===== src/rtl/mem_arbiter.sv =====
// rtl/mem_arbiter.sv - round-robin arbiter sharing the main-memory port between icache and dcache
// One memory transaction in flight; every output is a flop.
module mem_arbiter #(
   parameter int ADDR_W  = 20,
   parameter int LINE_W  = 128,
   parameter int TIMEOUT = 255
) (
   input  logic              clk_i,
   input  logic              rsn_i,
   input  logic              ic_rqst_i,
   input  logic [ADDR_W-1:0] ic_addr_i,
   input  logic              dc_rqst_i,
   input  logic              dc_write_i,
   input  logic [ADDR_W-1:0] dc_addr_i,
   input  logic [LINE_W-1:0] dc_data_i,
   output logic              mem_rqst_o,
   output logic              mem_write_o,
   output logic [ADDR_W-1:0] mem_addr_o,
   output logic [LINE_W-1:0] mem_data_o,
   input  logic              mem_ready_i,
   input  logic [LINE_W-1:0] mem_data_i,
   output logic              ic_mem_data_ready_o,
   output logic [LINE_W-1:0] ic_mem_data_o,
   output logic [ADDR_W-1:0] ic_mem_addr_o,
   output logic              dc_mem_data_ready_o,
   output logic [LINE_W-1:0] dc_mem_data_o,
   output logic [ADDR_W-1:0] dc_mem_addr_o,
   output logic              timeout_o
);

   typedef enum logic [1:0] {IDLE, IC_BUSY, DC_BUSY, RESP} state_t;

   localparam logic [7:0] TMO = 8'(TIMEOUT);

   state_t              state_q, state_d;
   logic                last_dc_q, last_dc_d;
   logic [7:0]          wait_cnt_q, wait_cnt_d;
   logic                timeout_q, timeout_d;
   logic                mem_rqst_q, mem_rqst_d;
   logic                mem_write_q, mem_write_d;
   logic [ADDR_W-1:0]   mem_addr_q, mem_addr_d;
   logic [LINE_W-1:0]   mem_data_q, mem_data_d;
   logic                ic_rdy_q, ic_rdy_d;
   logic [LINE_W-1:0]   ic_data_q, ic_data_d;
   logic [ADDR_W-1:0]   ic_addr_q, ic_addr_d;
   logic                dc_rdy_q, dc_rdy_d;
   logic [LINE_W-1:0]   dc_data_q, dc_data_d;
   logic [ADDR_W-1:0]   dc_addr_q, dc_addr_d;
   logic                grant_ic, grant_dc;

   // On a tie the port that did not win last time gets the memory.
   assign grant_dc = dc_rqst_i && (!ic_rqst_i || !last_dc_q);
   assign grant_ic = ic_rqst_i && !grant_dc;

   always_comb begin
      state_d     = state_q;
      last_dc_d   = last_dc_q;
      wait_cnt_d  = wait_cnt_q;
      mem_rqst_d  = mem_rqst_q;
      mem_write_d = mem_write_q;
      mem_addr_d  = mem_addr_q;
      mem_data_d  = mem_data_q;
      ic_rdy_d    = 1'b0;
      ic_data_d   = ic_data_q;
      ic_addr_d   = ic_addr_q;
      dc_rdy_d    = 1'b0;
      dc_data_d   = dc_data_q;
      dc_addr_d   = dc_addr_q;
      case (state_q)
         IDLE: begin
            if (grant_ic) begin
               state_d     = IC_BUSY;
               last_dc_d   = 1'b0;
               mem_rqst_d  = 1'b1;
               mem_write_d = 1'b0;
               mem_addr_d  = ic_addr_i;
               mem_data_d  = '0;
            end else if (grant_dc) begin
               state_d     = DC_BUSY;
               last_dc_d   = 1'b1;
               mem_rqst_d  = 1'b1;
               mem_write_d = dc_write_i;
               mem_addr_d  = dc_addr_i;
               mem_data_d  = dc_write_i ? dc_data_i : '0;
            end
         end
         IC_BUSY, DC_BUSY: begin
            if (mem_ready_i) begin
               state_d     = RESP;
               mem_rqst_d  = 1'b0;
               mem_write_d = 1'b0;
               wait_cnt_d  = '0;
               if (state_q == IC_BUSY) begin
                  ic_rdy_d  = 1'b1;
                  ic_addr_d = mem_addr_q;
                  ic_data_d = mem_data_i;
               end else begin
                  dc_rdy_d  = 1'b1;
                  dc_addr_d = mem_addr_q;
                  dc_data_d = mem_write_q ? '0 : mem_data_i;
               end
            end else if (wait_cnt_q != TMO) begin
               wait_cnt_d = wait_cnt_q + 8'd1;
            end
         end
         RESP:    state_d = IDLE;
         default: state_d = IDLE;
      endcase
      // Sticky: set in the same cycle the counter lands on the limit.
      timeout_d = timeout_q | ((state_q != IDLE) && (wait_cnt_d == TMO) && (wait_cnt_q != TMO));
   end

   always_ff @(posedge clk_i) begin
      if (rsn_i) begin
         state_q     <= IDLE;
         last_dc_q   <= 1'b0;
         wait_cnt_q  <= '0;
         timeout_q   <= 1'b0;
         mem_rqst_q  <= 1'b0;
         mem_write_q <= 1'b0;
         mem_addr_q  <= '0;
         mem_data_q  <= '0;
         ic_rdy_q    <= 1'b0;
         ic_data_q   <= '0;
         ic_addr_q   <= '0;
         dc_rdy_q    <= 1'b0;
         dc_data_q   <= '0;
         dc_addr_q   <= '0;
      end else begin
         state_q     <= state_d;
         last_dc_q   <= last_dc_d;
         wait_cnt_q  <= wait_cnt_d;
         timeout_q   <= timeout_d;
         mem_rqst_q  <= mem_rqst_d;
         mem_write_q <= mem_write_d;
         mem_addr_q  <= mem_addr_d;
         mem_data_q  <= mem_data_d;
         ic_rdy_q    <= ic_rdy_d;
         ic_data_q   <= ic_data_d;
         ic_addr_q   <= ic_addr_d;
         dc_rdy_q    <= dc_rdy_d;
         dc_data_q   <= dc_data_d;
         dc_addr_q   <= dc_addr_d;
      end
   end

   assign mem_rqst_o          = mem_rqst_q;
   assign mem_write_o         = mem_write_q;
   assign mem_addr_o          = mem_addr_q;
   assign mem_data_o          = mem_data_q;
   assign ic_mem_data_ready_o = ic_rdy_q;
   assign ic_mem_data_o       = ic_data_q;
   assign ic_mem_addr_o       = ic_addr_q;
   assign dc_mem_data_ready_o = dc_rdy_q;
   assign dc_mem_data_o       = dc_data_q;
   assign dc_mem_addr_o       = dc_addr_q;
   assign timeout_o           = timeout_q;

endmodule


===== config.mk =====
export PLATFORM = sky130hd
export DESIGN_NAME = mem_arbiter
export DESIGN_NICKNAME = d
export VERILOG_FILES = /design/src/rtl/mem_arbiter.sv
export SDC_FILE = /design/constraint.sdc
export NUM_CORES = 1
export LEC_CHECK = 0
export ABC_AREA = 0
export CAP_MARGIN = 20
export CORE_AREA = 2 2 296 298
export DETAILED_ROUTE_END_ITERATION = 10
export DIE_AREA = 0 0 298 300
export PLACE_DENSITY_LB_ADDON = 0.2
export SLEW_MARGIN = 10
export SYNTH_ARGS = -nofsm -noshare
export SYNTH_HDL_FRONTEND = slang
export SYNTH_SLANG_ARGS = --single-unit

===== constraint.sdc =====
create_clock -name clk_i -period 3.1 [get_ports clk_i]
set_input_delay 0.31 -clock clk_i [delete_from_list [all_inputs] [get_ports clk_i]]
set_output_delay 0.31 -clock clk_i [all_outputs]
set_load 0.1 [all_outputs]

==> results of run 1 <==
## layout make-up
type / instances / share of cell area [%]
multi-input combinational: 1039 / 22.22
clock buffer: 77 / 6.400
antenna: 3 / 0.02905
inverter: 7 / 0.1017
clock inverter: 28 / 1.230
tap: 1155 / 5.591
sequential: 460 / 35.63
timing repair buffer: 784 / 28.80
## flip-flops by register name, summed over array words and instances, names as in the netlist
name / count
dc_mem_addr_o: 20
dc_mem_data_o: 128
dc_mem_data_ready_o: 1
ic_mem_addr_o: 20
ic_mem_data_o: 128
ic_mem_data_ready_o: 1
last_dc_q: 1
mem_addr_o: 20
mem_data_o: 128
mem_rqst_o: 1
mem_write_o: 1
state_q: 2
timeout_o: 1
wait_cnt_q: 8
## cell families after synthesis
group / Yosys count
simple gates: 540
mux: 23
flops: 460
buf+inv: 147
compound gates: 468
fa+ha+maj: 4
xor+xnor: 4
## cell usage in the layout, fill, tap and decap left out, types with 2 or more instances in the layout
| cell | n |
|---|---|
| and3_1 | 3 |
| clkinv_4 | 2 |
| bufinv_16 | 6 |
| xor2_1 | 2 |
| dfxtp_1 | 460 |
| buf_4 | 227 |
| clkbuf_16 | 59 |
| nor3b_1 | 3 |
| nand2b_1 | 2 |
| clkdlybuf4s50_1 | 540 |
| nor3_1 | 4 |
| clkbuf_8 | 11 |
| o21ai_4 | 2 |
| a21oi_1 | 175 |
| buf_12 | 16 |
| clkinv_2 | 14 |
| nor2_1 | 161 |
| a22oi_1 | 128 |
| nor2_4 | 2 |
| nand3_1 | 5 |
| clkinvlp_4 | 2 |
| xnor2_1 | 2 |
| inv_1 | 6 |
| nand4_1 | 2 |
| a211oi_1 | 22 |
| inv_6 | 4 |
| diode_2 | 3 |
| a22o_1 | 128 |
| nand2_1 | 343 |
| nor2b_1 | 3 |
| mux2i_1 | 22 |
| nor4_1 | 2 |
| o21ai_0 | 3 |
| ha_1 | 4 |
| clkbuf_1 | 7 |
## worst paths after layout
| check | start | endpoint | slack [ns] | cells after the start |
|---|---|---|---|---|
| setup reg to reg | state_q[0] | dc_mem_data_o[30] | 0.61 | 7 |
| setup / recovery | state_q[0] | dc_mem_data_o[30] | 0.61 | 7 |
| hold / removal | rsn_i | mem_data_o[0] | 0.17 | 2 |
| hold reg to reg | dc_mem_addr_o[1] | dc_mem_addr_o[1] | 0.45 | 2 |
## per-stage QoR
step                setup slack (ns)  area, um^2  cells  util (%)
floorplan                      1.228       15480   1646         -
global placement              0.7118       23870   3445     27.68
detailed placement            0.6540       23870   3445     27.68
CTS                           0.5560       25840   3550     29.97
global route                  0.4640       25840   3552     29.98
finish                        0.6137       25850   3553     29.98
## power groups by stage
| stage | Sequential (mW) | Clock [mW] | Combinational [mW] |
|---|---|---|---|
| floorplan | 13.2 | 0 | 2.15 |
| global placement | 7.52 | 0 | 11.2 |
| detailed placement | 7.54 | 0 | 11.2 |
| CTS | 7.43 | 7.26 | 11.2 |
| global route | 7.52 | 7.46 | 11.5 |
| finish | 7.42 | 6.99 | 11.1 |
## per-layer routing
metal	global-route usage [%]	up-vias
met1	17.95	7088
li1	-	7139
met2	27.20	588
met3	5.694	124
met4	3.924	30
met5	0	-
## worst reg2reg max path, stage by stage, from the launching register on
cell	delay, ns
dfxtp_1	0.36
inv_1	0.08
ha_1	0.54
and2_1	0.25
nand2b_2	0.08
nor3_2	0.28
buf_12	0.40
a22o_1	0.45
==> results_dict.tcl, run 1 <==
set metrics [dict create \
    switching_share_pct 46.75 \
    grt-ovfl-total 0 \
    start_util_pct 17.96 \
    antenna_found_initial 19 \
    cap_violations 0 \
    yosys_warnings 0 \
    post_drt_wl_per_cell_um 20.66 \
    fp-row-count 108 \
    worstPathRequired_ns 3.64 \
    grt_max_degree 135 \
    synth_xor_area_share_pct 0.2263 \
    fin_total_pwr_mw 25.51 \
    final.setup_skew_ns 0.02679 \
    synth_largest_area_cell "dfxtp_1" \
    die_w_um 298 \
    arrival_ns 3.03 \
    synthMuxAreaShare_pct 1.495 \
    post-route-drc-count 0 \
    finalSetupViolCount 0 \
    leakagePower_nw 9.734 \
    max_freq_mhz 402.2 \
    synth.most_common_cell "dfxtp_1" \
    combPwrFrac_pct 43.5 \
    crit_family "simple AND/OR/NAND/NOR gates" \
    switching_power_mw 11.93 \
    die_area_um2 89400 \
    met2_length_um 36230 \
    cts_resized 0 \
    cts_buffer_depth 3 \
    setup_tns_ns 0 \
    cts_max_level 2 \
    yosys.area_share.simple_pct 13.66 \
    ios 751 \
    ys.flop_type "dfxtp_1" \
    worstSetupPathType "reg2reg" \
    final-max-slew-violation-count 0 \
    place.gp.congestion 0.8414 \
    synth_top_area_share_pct 59.48 \
    post-route-min-period_ns 2.486 \
    synth_commonest_cells "460 x dfxtp_1, 344 x nand2_1, 176 x a21oi_1" \
    drt-met1-wl_um 28940 \
    cp-end-kind "register" \
    multi_input_area_um2 5742 \
    holdWs_ns 0.1696 \
    startpoint_type "register" \
    async_flop_share_pct 0 \
    drive_above_1_share_pct 14.86 \
    io_buffers 750 \
    peakVddDrop_v 0.0004303 \
    cp_max_fo 106 \
    intPower_mw 13.58 \
    synth_seq_cells 460 \
    syn_to_final_growth_pct 66.94 \
    ys_types 42 \
    nFillCells 9064 \
    drt-initial-drc-count 754 \
    grt_pass1_vias 14930 \
    pwr-share-seq_pct 29.1 \
    synth_edf_count 0 \
    worst-path-buf-inv 2 \
    cts_sinks 460 \
    cts_tree "done" \
    worstMarginPinSlew_ns 1.056 \
    dr.pass1.iters 5 \
    gr-usage-all-layers_pct 15.57 \
    critPathSlowestCell "ha_1" \
    nets 2655 \
    cts_hold_buf 0 \
    routed.top_layer "met5" \
    cts_buffers 57 \
    synth_top_family_by_area "compound AO/OA/AOI/OAI gates" \
    timing.final.crit_share_pct 80.20 \
    synth_cells 1646 \
    die_h_um 300 \
    p_per_area_nw_per_um2 987.0 \
    worstPathCellList "inv_1 > ha_1 > and2_1 > nand2b_2 > nor3_2 > buf_12 > a22o_1" \
    slew_headroom_pct 29.38 \
    run_status "finished clean" \
    met3WireLength_um 6415 \
    avgSynthCellArea_um2 9.406 \
    finalHoldViolations 0 \
    cts.clk_slew.worst_paths_ns 0.06 \
    synth_area_um2 15480 \
    ant_nets 0 \
    grt_pass1_wl_um 104800 \
    drt-total-wl_um 73410 \
    core_area_um2 86210 \
    avgViaCountPerCell 4.213 \
    synthAdderAreaFrac_pct 0.3233 \
    syn_nets 1952 \
    clockRootBuffer "clkbuf_16" \
    insertion_delay_ns 0.61 \
    yosysSeqAreaShare_pct 59.48 \
    area.sequential_um2 9209 \
    clkPwrFrac_pct 27.4 \
    hold_path.class "in2reg" \
    synth_area_leaders "dfxtp_1 59%, nand2_1 8.3%, a22o_1 7.2%" \
    postCtsSetupBuffers 0 \
    rsz0062_at_grt "false" \
    dp_hpwl_um 54110 \
    synth_compound_gate_area_share_pct 20.91 \
    vias 14970 \
    critical-path-max-stage-delay_ns 0.54 \
]
(Power assumes the default switching activity.)
==> run 2: changes to the inputs <==
--- a/config.mk
+++ b/config.mk
@@ -7,9 +7,9 @@
 export LEC_CHECK = 0
 export ABC_AREA = 0
 export CAP_MARGIN = 20
-export CORE_AREA = 2 2 296 298
+export CORE_AREA = 2 2 289 291
 export DETAILED_ROUTE_END_ITERATION = 10
-export DIE_AREA = 0 0 298 300
+export DIE_AREA = 0 0 291 293
 export PLACE_DENSITY_LB_ADDON = 0.2
 export SLEW_MARGIN = 10
 export SYNTH_ARGS = -nofsm -noshare
==> constraint.sdc (replaced) <==
create_clock -name clk_i -period 2.5 [get_ports clk_i]
set_input_delay 0.25 -clock clk_i [delete_from_list [all_inputs] [get_ports clk_i]]
set_output_delay 0.25 -clock clk_i [all_outputs]
set_load 0.1 [all_outputs]
==> run 2 against run 1 <==
  * Worst setup slack worse by 0.42 ns
  * Global-route usage rose by 0.38 points
  * Clock-buffer cell count unchanged
  * Combinational power increased by 23%
  * Clock power grew 20%
  * Cell count fell by 2.4%
  * Clock skew is 0.0064 ns lower
  * Hold slack improved by 0.037 ns
  * Design area fell by 2.7%
  * Non-clock buffer count is 10 higher
==> results_dict.tcl, run 2 (same netlist as run 1, synthesis figures left out) <==
set metrics [dict create \
    nets 2663 \
    dp_hpwl_um 52790 \
    io_buffers 750 \
    peakVddDrop_v 0.0005011 \
    final.setup_skew_ns 0.02042 \
    ios 751 \
    post_drt_wl_per_cell_um 20.57 \
    worstMarginPinSlew_ns 0.7564 \
    cts.clk_slew.worst_paths_ns 0.06 \
    place_inst 3369 \
    start_util_pct 18.92 \
    drive_above_1_share_pct 24.76 \
    routed.top_layer "met5" \
    setup_tns_ns 0 \
    drt-total-wl_um 71370 \
    final_cell_mix "473 x buf_4, 460 x dfxtp_1, 343 x nand2_1" \
    core_area_um2 81850 \
    fp-row-count 105 \
    ant_nets 0 \
    timing.final.crit_share_pct 92.45 \
    antenna-diode-count 0 \
    die_w_um 291 \
    die_area_um2 85260 \
    cts_tree "done" \
    arrival_ns 2.86 \
    worstSetupPathType "reg2reg" \
    fin_cells 3469 \
    reg2reg_from "state_q[0]" \
    dp_slack_ns 0.2065 \
    finalHoldViolations 0 \
    final-max-slew-violation-count 0 \
    cap_violations 0 \
    met3WireLength_um 6320 \
    cts_max_level 2 \
    max_freq_mhz 432.7 \
    slew_headroom_pct 49.57 \
    syn_to_final_growth_pct 62.41 \
    post-route-min-period_ns 2.311 \
    finalSetupViolCount 0 \
    hold_path.class "in2reg" \
    met2_length_um 34690 \
    ff2ff_path_depth 8 \
    holdWs_ns 0.2068 \
    post-route-drc-count 0 \
    insertion_delay_ns 0.62 \
    hp-start "mem_data_i[41]" \
    place.gp.congestion 0.8535 \
    p_per_area_nw_per_um2 1239 \
    hold_path_end "ic_mem_data_o[41]" \
    grt_pass1_vias 15110 \
    run_status "finished clean" \
    avgViaCountPerCell 4.290 \
    finalWorstSetupSlack_ns 0.1887 \
    fin_area_um2 25150 \
    rsz0062_at_grt "false" \
    dr.pass1.iters 5 \
    cp_max_fo 44 \
    layout_commonest_cell "buf_4" \
    startpoint_type "register" \
    reg2reg_slack_ns 0.19 \
    cts_sinks 460 \
    grt_pass1_wl_um 103400 \
    cts_buffer_depth 3 \
    placed_cell_area_um2 23260 \
    gr-usage-all-layers_pct 15.95 \
    r2r-end "dc_mem_data_o[124]" \
    grt_max_degree 126 \
    drt-met1-wl_um 28220 \
    fin_total_pwr_mw 31.15 \
    grt-ovfl-total 0 \
    vias 14880 \
    clockRootBuffer "clkbuf_16" \
    cts_buffers 55 \
    antenna_found_initial 7 \
    hold_depth 3 \
    cts_resized 0 \
    drt-initial-drc-count 662 \
    worstPathRequired_ns 3.05 \
    leakagePower_nw 10.21 \
    die_h_um 293 \
    cp-end-kind "register" \
    final_core_util_pct 30.72 \
]
[run 2: how the worst max path moves through the flow]
stage | startpoint | endpoint | slack, ns | cells past startpoint
2_1_floorplan | state_q[0] | timeout_o | 0.63 | 7
3_3_place_gp | state_q[0] | dc_mem_data_o[57] | 0.26 | 8
3_5_place_dp | dc_rqst_i | mem_addr_o[12] | 0.21 | 6
4_1_cts | state_q[0] | dc_mem_data_o[124] | 0.18 | 8
5_1_grt | state_q[0] | dc_mem_data_o[57] | 0.04 | 8
6_report | state_q[0] | dc_mem_data_o[124] | 0.19 | 8
[run 2: final cells by class]
class                   instances  area (um^2)
fillers                      8681        56700
flip-flops and latches        460         9209
repair buffers                794         6959
multi-input cells            1039         5742
clock buffers                  77         1559
well taps                    1070         1339
clock inverters                22        311.5
inverters                       7        26.28
[run 2: what timing repair did]
item	in CTS	in global routing
hold buffers	1	0
endpoints found under the hold margin	20	0
buffers inserted	0	0
[run 2: per-layer routing]
layer / GRT usage (%) / vias up
li1: - / 7154
met1: 18.22 / 7054
met2: 27.68 / 553
met3: 5.772 / 106
met4: 4.992 / 14
met5: 0 / -
[run 2: worst max-delay path, stage by stage, from the launching register on]
cell	delay, ns
dfxtp_1	0.37
inv_1	0.09
ha_1	0.54
and2_1	0.25
nand2b_2	0.08
nor3_2	0.18
buf_12	0.32
buf_4	0.25
a22o_1	0.15
[run 2: report_power, final]
group	total, mW	switching (mW)	internal, mW
Sequential	9.20	0.796	8.40
Combinational	13.6	10.5	3.04
Clock	8.37	3.39	4.98
==> run 3: changes to the inputs <==
--- a/config.mk
+++ b/config.mk
@@ -7,11 +7,11 @@
 export LEC_CHECK = 0
 export ABC_AREA = 0
 export CAP_MARGIN = 20
-export CORE_AREA = 2 2 289 291
+export CORE_AREA = 5 5 292 294
 export DETAILED_ROUTE_END_ITERATION = 10
-export DIE_AREA = 0 0 291 293
+export DIE_AREA = 0 0 297 299
 export PLACE_DENSITY_LB_ADDON = 0.2
-export SLEW_MARGIN = 10
+export SLEW_MARGIN = 0
 export SYNTH_ARGS = -nofsm -noshare
 export SYNTH_HDL_FRONTEND = slang
 export SYNTH_SLANG_ARGS = --single-unit
==> run 3 against run 2 <==
  * Wire length is 2.0% lower
  * Maximum frequency is 1.4% higher
  * Clock skew is 0.0094 ns higher
  * Clock-buffer cell count is 1 lower
==> results_dict.tcl, run 3 (same netlist as run 1, synthesis figures left out) <==
set metrics [dict create \
    run_status "finished clean" \
    drt-total-wl_um 69940 \
    die_h_um 299 \
    ios 751 \
    core_area_um2 82630 \
    cts_sinks 460 \
    post_drt_wl_per_cell_um 20.09 \
    reg2reg_slack_ns 0.22 \
    grt-ovfl-total 0 \
    slew_headroom_pct 51.52 \
    finalHoldViolations 0 \
    grt_pass1_wl_um 102200 \
    die_area_um2 88800 \
    final.setup_skew_ns 0.02985 \
    worstSetupPathType "reg2reg" \
    timing.final.crit_share_pct 91.21 \
    antenna_found_initial 15 \
    syn_to_final_growth_pct 61.98 \
    post-route-min-period_ns 2.280 \
    cts_tree "done" \
    finalSetupViolCount 0 \
    die_w_um 297 \
    drive_above_1_share_pct 24.81 \
    peakVddDrop_v 0.0004853 \
    grt_pass1_vias 15000 \
    final-max-slew-violation-count 0 \
    arrival_ns 2.77 \
    setup_tns_ns 0 \
    worstPathRequired_ns 2.99 \
    startpoint_type "register" \
    finalWorstSetupSlack_ns 0.2197 \
    r2r-end "timeout_o" \
    cts_buffer_depth 3 \
    cap_violations 0 \
    layout_commonest_cell "buf_4" \
    postCtsSetupBuffers 0 \
    crit_path_end "timeout_o" \
    worstMarginPinSlew_ns 0.7273 \
    fp-row-count 106 \
    gr-usage-all-layers_pct 14.82 \
    p_per_area_nw_per_um2 1228 \
    hold_path.class "in2reg" \
    dp_hpwl_um 51880 \
    drt-initial-drc-count 838 \
    rsz0062_at_grt "false" \
    cts_resized 0 \
    start_util_pct 18.74 \
    grt_max_degree 108 \
    insertion_delay_ns 0.60 \
    ff2ff_path_depth 7 \
    nets 2660 \
    io_buffers 750 \
    cts_max_level 2 \
    avgViaCountPerCell 4.279 \
    vias 14900 \
    cts.clk_slew.worst_paths_ns 0.06 \
    holdWs_ns 0.1003 \
    final_cell_mix "472 x buf_4, 460 x dfxtp_1, 343 x nand2_1" \
    place.gp.congestion 0.7961 \
    dr.pass1.iters 5 \
    fin_total_pwr_mw 30.80 \
    cp_max_fo 12 \
    cp-startpoint "state_q[0]" \
    max_freq_mhz 438.5 \
    leakagePower_nw 10.17 \
    clockRootBuffer "clkbuf_16" \
    cts_hold_buf 0 \
    ant_nets 0 \
    cts_buffers 55 \
    dp_slack_ns 0.2423 \
    reg2reg_from "state_q[0]" \
    post-route-drc-count 0 \
    cp-end-kind "register" \
]
==> run 3: changes by cell type in the layout (fill, tap and decap cells not counted), moves of 2 or more <==
cell / delta
bufinv_16: -3
clkbuf_1: -5
clkbuf_8: +3
clkinv_2: +4
diode_2: +8
inv_16: -2
==> run 3: where the power goes <==
part           total [mW]  internal (mW)  switching, mW
Sequential           9.16           8.40          0.756
Combinational        13.6           3.04           10.5
Clock                8.07           4.78           3.29
==> run 3: routing by layer <==
layer  GRT usage [%]  vias to the layer above  part of all wire [%]
li1                -                     7160                     -
met1           17.47                     6999                    40
met2           24.83                      635                    47
met3           6.168                       98                   9.8
met4           4.274                        6                   2.6
met5               0                        -                 0.047
==> run 3: worst min-delay path by stage <==
stage                                  from           endpoint  slack, ns  cells after the start
after global routing                  rsn_i     mem_data_o[81]       0.08                      2
after floorplan                   ic_rqst_i          last_dc_q       0.37                      1
final                                 rsn_i     mem_data_o[81]       0.10                      2
after CTS                             rsn_i     mem_data_o[81]       0.06                      2
after global placement    ic_mem_data_o[96]  ic_mem_data_o[96]       0.44                      2
after detailed placement   dc_mem_addr_o[4]   dc_mem_addr_o[4]       0.45                      2
==> run 3: critical path: stages (launching register included) <==
cell and delay, ns:
dfxtp_1 0.37, inv_1 0.07, ha_1 0.52, inv_2 0.12, or4b_4 0.50, a221oi_2 0.26
nand4b_1 0.13, o32ai_1 0.22
==> run 3: area by class of cell <==
type                    instances  area, um^2
well taps                    1080        1351
multi-input cells            1039        5734
fillers                      8656       57550
inverters                       7       26.28
repair buffers                791        6922
flip-flops and latches        460        9209
diodes                          8       20.02
clock buffers                  76        1607
clock inverters                21       209.0
==> run 3: through the flow <==
step	utilization [%]	std cells	instance area, um^2
final	30.35	3482	25080
after global routing	30.33	3476	25060
after CTS	30.33	3474	25060
after detailed placement	28.13	3377	23240
after global placement	28.13	3377	23240
after floorplan	-	1646	15480
